File: config.mk
export PLATFORM = sky130hd
export DESIGN_NAME = mdu_iter
export DESIGN_NICKNAME = d
export VERILOG_FILES = /design/src/rtl/mdu_iter.sv
export SDC_FILE = /design/constraint.sdc
export NUM_CORES = 1
export LEC_CHECK = 0
export CORE_MARGIN = 4
export CORE_UTILIZATION = 62
export CTS_CLUSTER_SIZE = 16
export DETAILED_ROUTE_END_ITERATION = 6
export PLACE_DENSITY = 0.87
export SETUP_SLACK_MARGIN = 0.2
export SLEW_MARGIN = 15
export SYNTH_ARGS = -nofsm -noshare
export SYNTH_HDL_FRONTEND = slang
export SYNTH_SLANG_ARGS = --single-unit
File: constraint.sdc
create_clock -name i_clk_n -period 6.6 [get_ports i_clk_n]
set_input_delay 1.32 -clock i_clk_n [delete_from_list [all_inputs] [get_ports i_clk_n]]
set_output_delay 1.32 -clock i_clk_n [all_outputs]
set_load 0.005 [all_outputs]
File: src/rtl/mdu_iter.sv
// Iterative RISC-V M-extension unit: radix-2^MUL_STEP shift-add multiplier
// and restoring radix-2 divider sharing one 2*XLEN accumulator.
module mdu_iter #(
    parameter int XLEN     = 32,
    parameter int MUL_STEP = 2
) (
    input  logic            i_clk_n,
    input  logic            i_rst,
    input  logic [XLEN-1:0] i_in_a,
    input  logic [XLEN-1:0] i_in_b,
    input  logic [2:0]      i_funct3,
    input  logic            i_md_en,
    input  logic            i_kill,
    output logic [XLEN-1:0] o_result,
    output logic            o_valid,
    output logic            o_busy
);

    if (!(XLEN == 32 || XLEN == 64)) begin : g_bad_xlen
        $error("mdu_iter: XLEN must be 32 or 64");
    end
    if (!(MUL_STEP == 1 || MUL_STEP == 2 || MUL_STEP == 4)
        || (XLEN % MUL_STEP) != 0) begin : g_bad_step
        $error("mdu_iter: MUL_STEP must be 1, 2 or 4 and divide XLEN");
    end

    typedef enum logic [2:0] {
        S_IDLE, S_MUL, S_DIV, S_FIX, S_DONE
    } state_t;

    localparam int CW = 7;
    localparam logic [CW-1:0] MUL_LAST = CW'(XLEN / MUL_STEP - 1);
    localparam logic [CW-1:0] DIV_LAST = CW'(XLEN - 1);
    localparam logic [XLEN-1:0] MIN_VAL = {1'b1, {(XLEN-1){1'b0}}};

    state_t              state_q, state_d;
    logic [2*XLEN-1:0]   acc_q, acc_d;
    logic [XLEN-1:0]     opb_q, opb_d;
    logic [XLEN-1:0]     res_q, res_d;
    logic [CW-1:0]       cnt_q, cnt_d;
    logic [2:0]          f3_q, f3_d;
    logic                sa_q, sa_d;
    logic                sb_q, sb_d;

    logic                accept, is_div, a_neg, b_neg, div0, ovf;
    logic [XLEN-1:0]     a_mag, b_mag, byp_res;
    logic [XLEN+MUL_STEP-1:0] pp, psum;
    logic [2*XLEN-1:0]   mul_next, div_next;
    logic [XLEN:0]       rem_top;
    logic [XLEN-1:0]     diff;
    logic                ge;
    logic [2*XLEN-1:0]   prod_s;
    logic [XLEN-1:0]     quo_s, rem_s, fix_res;

    // Operand conditioning at accept time
    always_comb begin
        is_div  = i_funct3[2];
        a_neg   = i_in_a[XLEN-1]
                  & (i_funct3 inside {3'b001, 3'b010, 3'b100, 3'b110});
        b_neg   = i_in_b[XLEN-1]
                  & (i_funct3 inside {3'b001, 3'b100, 3'b110});
        a_mag   = a_neg ? -i_in_a : i_in_a;
        b_mag   = b_neg ? -i_in_b : i_in_b;
        div0    = is_div && (i_in_b == '0);
        ovf     = is_div && !i_funct3[0]
                  && (i_in_a == MIN_VAL) && (i_in_b == '1);
        byp_res = '0;
        if (div0) begin
            byp_res = i_funct3[1] ? i_in_a : '1;
        end else if (ovf) begin
            byp_res = i_funct3[1] ? '0 : i_in_a;
        end
    end

    // One multiply step: add partial product into the high half, shift right
    always_comb begin
        pp       = {{MUL_STEP{1'b0}}, opb_q}
                   * {{XLEN{1'b0}}, acc_q[MUL_STEP-1:0]};
        psum     = pp + {{MUL_STEP{1'b0}}, acc_q[2*XLEN-1:XLEN]};
        mul_next = {psum, acc_q[XLEN-1:MUL_STEP]};
    end

    // One restoring divide step: {rem, quotient/dividend} shifted left
    always_comb begin
        rem_top  = acc_q[2*XLEN-1:XLEN-1];
        ge       = rem_top >= {1'b0, opb_q};
        diff     = rem_top[XLEN-1:0] - opb_q;
        div_next = {ge ? diff : rem_top[XLEN-1:0], acc_q[XLEN-2:0], ge};
    end

    always_comb begin
        prod_s = (sa_q ^ sb_q) ? -acc_q : acc_q;
        quo_s  = (sa_q ^ sb_q) ? -acc_q[XLEN-1:0] : acc_q[XLEN-1:0];
        rem_s  = sa_q ? -acc_q[2*XLEN-1:XLEN] : acc_q[2*XLEN-1:XLEN];
        if (!f3_q[2]) begin
            fix_res = (f3_q[1:0] == 2'b00) ? prod_s[XLEN-1:0]
                                           : prod_s[2*XLEN-1:XLEN];
        end else begin
            fix_res = f3_q[1] ? rem_s : quo_s;
        end
    end

    always_comb begin
        state_d = state_q;
        acc_d   = acc_q;
        opb_d   = opb_q;
        res_d   = res_q;
        cnt_d   = cnt_q;
        f3_d    = f3_q;
        sa_d    = sa_q;
        sb_d    = sb_q;
        accept  = (state_q == S_IDLE || state_q == S_DONE)
                  && i_md_en && !i_kill;
        unique case (state_q)
            S_IDLE, S_DONE: begin
                state_d = S_IDLE;
                if (accept) begin
                    f3_d  = i_funct3;
                    sa_d  = a_neg;
                    sb_d  = b_neg;
                    opb_d = b_mag;
                    acc_d = {{XLEN{1'b0}}, a_mag};
                    if (div0 || ovf) begin
                        res_d   = byp_res;
                        state_d = S_DONE;
                    end else if (is_div) begin
                        cnt_d   = DIV_LAST;
                        state_d = S_DIV;
                    end else begin
                        cnt_d   = MUL_LAST;
                        state_d = S_MUL;
                    end
                end
            end
            S_MUL, S_DIV: begin
                if (i_kill) begin
                    state_d = S_IDLE;
                end else begin
                    acc_d = (state_q == S_MUL) ? mul_next : div_next;
                    cnt_d = cnt_q - CW'(1);
                    if (cnt_q == '0) begin
                        state_d = S_FIX;
                    end
                end
            end
            S_FIX: begin
                if (i_kill) begin
                    state_d = S_IDLE;
                end else begin
                    res_d   = fix_res;
                    state_d = S_DONE;
                end
            end
            default: state_d = S_IDLE;
        endcase
    end

    always_ff @(posedge i_clk_n) begin
        if (i_rst) begin
            state_q <= S_IDLE;
            acc_q   <= '0;
            opb_q   <= '0;
            res_q   <= '0;
            cnt_q   <= '0;
            f3_q    <= '0;
            sa_q    <= 1'b0;
            sb_q    <= 1'b0;
        end else begin
            state_q <= state_d;
            acc_q   <= acc_d;
            opb_q   <= opb_d;
            res_q   <= res_d;
            cnt_q   <= cnt_d;
            f3_q    <= f3_d;
            sa_q    <= sa_d;
            sb_q    <= sb_d;
        end
    end

    assign o_result = res_q;
    assign o_valid  = (state_q == S_DONE);
    assign o_busy   = (state_q == S_MUL) || (state_q == S_DIV)
                      || (state_q == S_FIX);

endmodule

==> results of run 1 <==
final cells by class:
type,instances,share of cell area [%]
Inverter,158,3.51
Timing Repair Buffer,126,7.13
Tap cell,324,2.40
Sequential cell,143,17.0
Multi-Input combinational cell,1725,66.4
Clock inverter,14,0.957
Clock buffer,18,2.60
worst max-delay path, delay by kind of cell (launching register included):
family	cells	cell delay (ns)
compound gates	6	2.12
fa+ha+maj	2	0.82
buf+inv	2	0.47
flops	1	0.47
mux	1	0.19
simple gates	3	0.81
metrics by stage:
step | utilization (%) | total power (uW)
after floorplan | - | 1940
after global placement | 67.1 | 2300
after detailed placement | 67.1 | 2330
after CTS | 69.6 | 3350
after global routing | 69.6 | 3540
final | 69.6 | 3410
routing by layer:
metal / vias to the layer above / global-route usage, %
met2: 1192 / 61.4
li1: 7696 / -
met1: 7877 / 52.0
met3: 261 / 7.44
met5: - / 0
met4: 0 / 25.4
cell usage in the layout (no fill, tap or decap), types with 6 or more instances in the layout:
cell / instances
o21bai_1: 11
o21ai_0: 147
clkbuf_16: 17
or4_1: 15
xor2_1: 61
o22ai_1: 16
o21a_1: 14
buf_4: 23
a21oi_1: 180
nand2_1: 271
mux2i_1: 6
a21o_1: 26
a31oi_1: 28
and4_1: 6
a22oi_1: 12
a221oi_1: 12
nand4_1: 29
o31ai_1: 24
a211oi_1: 49
nor4_1: 16
inv_1: 158
fa_1: 33
nor2_1: 205
nor2b_1: 13
ha_1: 72
nand3_1: 46
nor3_1: 47
a221o_1: 7
o211ai_1: 56
clkdlybuf4s50_1: 103
xnor2_1: 132
and3_1: 12
or2_2: 10
dfxtp_1: 143
nand2b_1: 13
a311oi_1: 17
and2_1: 11
o41ai_1: 10
or3_1: 26
synthesized netlist by cell type (6+ instances only):
cell type | n | area (sq um)
dfxtp_1 | 143 | 2860
fa_1 | 33 | 661
a21o_1 | 26 | 195
a221oi_1 | 12 | 105
mux2i_1 | 6 | 60.1
nor2_1 | 208 | 781
nand2_1 | 271 | 1020
ha_1 | 72 | 901
and3_1 | 12 | 75.1
o31ai_1 | 24 | 180
nor4_1 | 16 | 100
nor2b_1 | 13 | 81.3
o21ai_0 | 147 | 736
or3_1 | 26 | 163
o21bai_1 | 11 | 82.6
a22oi_1 | 12 | 90.1
and4_1 | 6 | 52.6
buf_1 | 8 | 30.0
nand4_1 | 29 | 181
clkbuf_1 | 126 | 473
buf_2 | 13 | 65.1
nand3_1 | 46 | 230
or4_1 | 15 | 113
a221o_1 | 7 | 70.1
nand2b_1 | 13 | 81.3
xor2_1 | 62 | 543
o21a_1 | 14 | 105
nor3_1 | 48 | 240
a31oi_1 | 28 | 175
and2_1 | 11 | 68.8
or2_2 | 10 | 62.6
o22ai_1 | 16 | 100
a311oi_1 | 17 | 149
xnor2_1 | 133 | 1160
o41ai_1 | 10 | 87.6
a211oi_1 | 49 | 368
inv_1 | 158 | 593
o211ai_1 | 56 | 420
a21oi_1 | 181 | 906
final timing paths:
kind | to | cells after the start
min reg2reg | cnt_q[6] | 2
max reg2reg | acc_q[61] | 14
min | cnt_q[6] | 2
max | acc_q[61] | 14
power breakdown:
group / total [uW] / switching (uW) / internal [uW] / leakage (uW)
Clock: 1040 / 487 / 551 / 0.000291
Combinational: 1310 / 838 / 472 / 0.00506
Sequential: 1060 / 131 / 930 / 0.00116
kinds of logic (layout without fill, tap and decap cells):
family                   Yosys count  count (layout)  share of synthesized area, %
AO/OA/AOI/OAI                    666             666                          28.3
buffers and inverters            308             316                          7.83
AND/OR/NAND/NOR                  752             752                          23.1
multiplexers                       7               7                         0.469
flip-flops                       143             143                          18.8
adder cells (fa/ha/maj)          105             105                          10.3
XOR/XNOR                         195             195                          11.2
sequential cells by signal (all words and copies together), names as in the netlist:
name and flops:
state_q 3, acc_q 64, sa_q 1, o_result 32
f3_q 3, sb_q 1, cnt_q 7, opb_q 32
==> results.cfg, run 1 <==
[layout]
stdcell_count = 2508
num_antenna_cells = 0
multi_input_area_sq_um = 11200
num-fill-cells = 2121
stdcell_area_sq_um = 16900
seq_area_sq_um = 2860
drive_above_1_share_pct = 4.26
layout.nets = 2347
area_growth_pct = 11.0

[logic_synthesis]
synthesis.nets = 2352
yosysWarnings = 0
ys_types = 83
async_flop_share_pct = 0
synthFlopType = dfxtp_1
synth.avg_cell_area_sq_um = 6.99
yosysSeqAreaShare_pct = 18.8
synth-edff-count = 0
ys_ff_latch = 143
syn_area_sq_um = 15200
netlist_instances = 2176

[sta]
finalHoldViolCount = 0
slew_headroom_pct = 25.1
setup_ws_ns = 1.57
maxSlewViolCount = 0
hold_ws_ns = 0.463
tns_ns = 0
layout_min_cycle_time_ns = 5.03
worst_slew_pin_slew_ns = 1.12
rsz0062_at_grt = false
finalSetupViolations = 0
clock_skew_ns = 0.0173
fin_crit_sh_pct = 76.2
fmax_mhz = 199

[hold_path]
hp-class = register to register
holdCritStartpoint = cnt_q[6]

[cts]
cts_resized = 0
clk_latency_ns = 0.45
clkSinkCount = 143
cts_made_buffers = 17
cts_setup_buffers = 0
cts_tree = built
clk_pin_slew_ns = 0.08
root_buffer = clkbuf_16
h-tree-depth = 4
max-clock-path-buffers = 2
cts_hold_buf = 0

[placed_design]
port_buffers = 104
routabilityCongestion = 1.02
post-place-ws_ns = 1.42
place_hpwl_microns = 42200
placed_cells = 2476
placed_cell_area_sq_um = 16300

[critical_path]
cp_slowest_stage_delay_ns = 0.74
r2r_slack_ns = 1.57
cp_cell_sequence = buf_4, nand2_1, fa_1, inv_1, ha_1, nor2b_1, o31ai_1, a211oi_1, or3_1, a31oi_1, o2bb2ai_1, o21ai_0, mux2i_1, a221o_1
critPathKind = register to register
crit_path_start_kind = register
crit_start = acc_q[0]
arrival_ns = 5.36
r2r_start = acc_q[0]
cp.required_ns = 6.94
cp_max_fo = 30
crit_path_end_kind = register
critPathSlowestCell = o31ai_1

[drt]
wl_per_cell_microns = 22.3
vias_per_cell = 6.79
dr_wl_met3_microns = 6270
wl_met2_microns = 24000
wl_met1_microns = 21500
drc = 9
vias = 17026
drt_iter0_markers = 2338
routed_wl_microns = 56000
firstDrtPassIters = 7
topRoutingLayerUsed = met4
antenna_left = 0

[outcome]
status = complete, but fails checks
violations = DRC

[pwr]
power_density_nw_per_um2 = 202
p_leak_uw = 0.00651
irDropWorstVdd_mv = 0.126

[floorplanning]
die_w_microns = 165
io-pin-count = 105
initial_core_util_pct = 62.7
rows = 57
dieArea_sq_um = 27100
core_area_sq_um = 24200
die_y_microns = 165

[job]
drv_cap = 0

[global_routing]
grt_usage_pct = 40.1
grt-ovfl-total = 0
antenna_found_initial = 0
grt_pass1_vias = 15814
grt_first_pass_wirelength_microns = 85800
grt_max_degree = 69
(Power assumes the default switching activity.)
==> inputs of run 2 (changes only) <==
- CORE_UTILIZATION: 62 -> 56
- PLACE_DENSITY: 0.87 -> 0.83
- clock period: 6.6 -> 4.4 ns (I/O delays scaled with it)
==> results.cfg, run 2 (synthesis results as in run 1) <==
[hold_path]
holdPathStages = 2
hp-class = register to register
min_to = cnt_q[6]
holdCritStartpoint = cnt_q[6]

[layout]
final_core_util_pct = 65.5
final_common_cell = nand2_1
largest_register = acc_q
layout.nets = 2429
final_cell_mix = nand2_1, nor2_1, a21oi_1, inv_1, o21ai_0
largest_reg_flops = 64
num_antenna_cells = 0
area_growth_pct = 15.4
drive_above_1_share_pct = 8.08
num-fill-cells = 2418

[floorplanning]
io-pin-count = 105
core_area_sq_um = 26800
initial_core_util_pct = 56.7
rows = 60
dieArea_sq_um = 29900
die_y_microns = 173
die_w_microns = 173

[sta]
clock_skew_ns = 0.0164
fin_crit_sh_pct = 91.6
fmax_mhz = 248
worst_slew_pin_slew_ns = 1.17
tns_ns = 0
finalHoldViolCount = 0
maxSlewViolCount = 0
rsz0062_at_grt = false
slew_headroom_pct = 21.7
layout_min_cycle_time_ns = 4.03
finalSetupViolations = 0

[drt]
vias = 16828
antenna_left = 0
drt_iter0_markers = 2166
routed_wl_microns = 57400
firstDrtPassIters = 7
wl_per_cell_microns = 22.0
drc = 7
vias_per_cell = 6.46

[global_routing]
grt_max_degree = 66
antenna_found_initial = 0
grt_first_pass_wirelength_microns = 89200
grt_pass1_vias = 15804
grt-ovfl-total = 0
grt_usage_pct = 37.1

[cts]
max-clock-path-buffers = 2
cts_tree = built
clkSinkCount = 143
h-tree-depth = 4
root_buffer = clkbuf_16
cts_made_buffers = 17
clk_pin_slew_ns = 0.06
cts_setup_buffers = 0
cts_hold_buf = 0
clk_latency_ns = 0.45

[pwr]
p_seq_share_pct = 30.8
power_frac_comb_pct = 39.9
irDropWorstVdd_mv = 0.280
p_leak_uw = 0.00693
power_density_nw_per_um2 = 292
power_uw = 5130
p_int_uw = 3050
power.switching_uw = 2080
pwr-share-clk_pct = 29.2
switching_share_pct = 40.6

[placed_design]
routabilityCongestion = 1.05
port_buffers = 104
place_hpwl_microns = 44700

[outcome]
status = complete, but fails checks
violations = DRC

[critical_path]
critPathKind = register to register
r2r_slack_ns = 0.37
cp.required_ns = 4.73
cp_max_fo = 4
rr_worst_depth = 18
r2r_start = opb_q[1]
crit_path_start_kind = register
crit_path_end_kind = register
r2r_end = acc_q[61]
arrival_ns = 4.36

[job]
drv_cap = 0
## run 2: how the worst max path moves through the flow
stage	from	to	slack, ns	cells past startpoint
floorplan	acc_q[1]	acc_q[60]	0.27	16
global placement	i_in_b[24]	o_result[20]	0.14	9
detailed placement	i_in_b[24]	o_result[20]	0.05	9
CTS	acc_q[0]	acc_q[60]	0.22	13
global route	acc_q[0]	acc_q[60]	0.20	13
finish	opb_q[1]	acc_q[61]	0.37	18
## run 2: metal layers
layer  share of wire, %  routed length [microns]  up-vias  track usage (%)
li1                   -                        -     7881                -
met1                 41                    23500     7850             48.3
met2                 44                    25400      922             58.6
met3                8.6                     4940      175             7.00
met4                6.1                     3520        0             19.6
met5                  0                        0        -                0
## run 2: stage by stage
| step | instance area, sq um | worst slack, ns | instances | hold WS, ns |
|---|---|---|---|---|
| 6_report | 17600 | 0.370 | 2605 | 0.458 |
| 5_1_grt | 17600 | 0.200 | 2605 | 0.498 |
| 4_1_cts | 17500 | 0.218 | 2604 | 0.458 |
| 3_5_place_dp | 16900 | 0.0526 | 2574 | 0.450 |
| 3_3_place_gp | 16900 | 0.139 | 2574 | 0.435 |
| 2_1_floorplan | 15200 | 0.270 | 2176 | 0.428 |
## run 2: layout make-up
| cell class | instances | area, sq um | area share [%] |
|---|---|---|---|
| timing repair buffer | 208 | 1850 | 10.5 |
| sequential | 143 | 2880 | 16.4 |
| clock buffer | 21 | 470 | 2.68 |
| multi-input combinational | 1725 | 11200 | 64.0 |
| clock inverter | 9 | 110 | 0.627 |
| inverter | 158 | 593 | 3.38 |
| tap | 341 | 427 | 2.43 |
## run 2: worst max-delay path, cell delays in order (launching register included)
cell	delay, ns
dfxtp_2	0.40
inv_1	0.12
nor2_1	0.15
fa_1	0.43
ha_1	0.25
inv_1	0.08
fa_1	0.19
nor2b_1	0.07
o31ai_1	0.22
buf_4	0.19
a211oi_1	0.07
buf_4	0.15
or3_1	0.45
a31oi_1	0.30
o2bb2ai_1	0.18
o21ai_0	0.15
buf_4	0.16
mux2i_1	0.11
a221o_1	0.25
## run 2: power by group through the flow
stage                     logic (uW)  clock network, uW  registers [uW]
after floorplan                 1420                  0            1490
after global placement          1950                  0            1600
after detailed placement        1970                  0            1600
after CTS                       1990               1490            1570
after global routing            2230               1570            1590
final                           2050               1500            1580
## run 2: timing repair
item,in CTS,in global routing
setup endpoints to repair,2,7
pin swaps,0,2
cloned,0,0
gates resized for setup,2,14
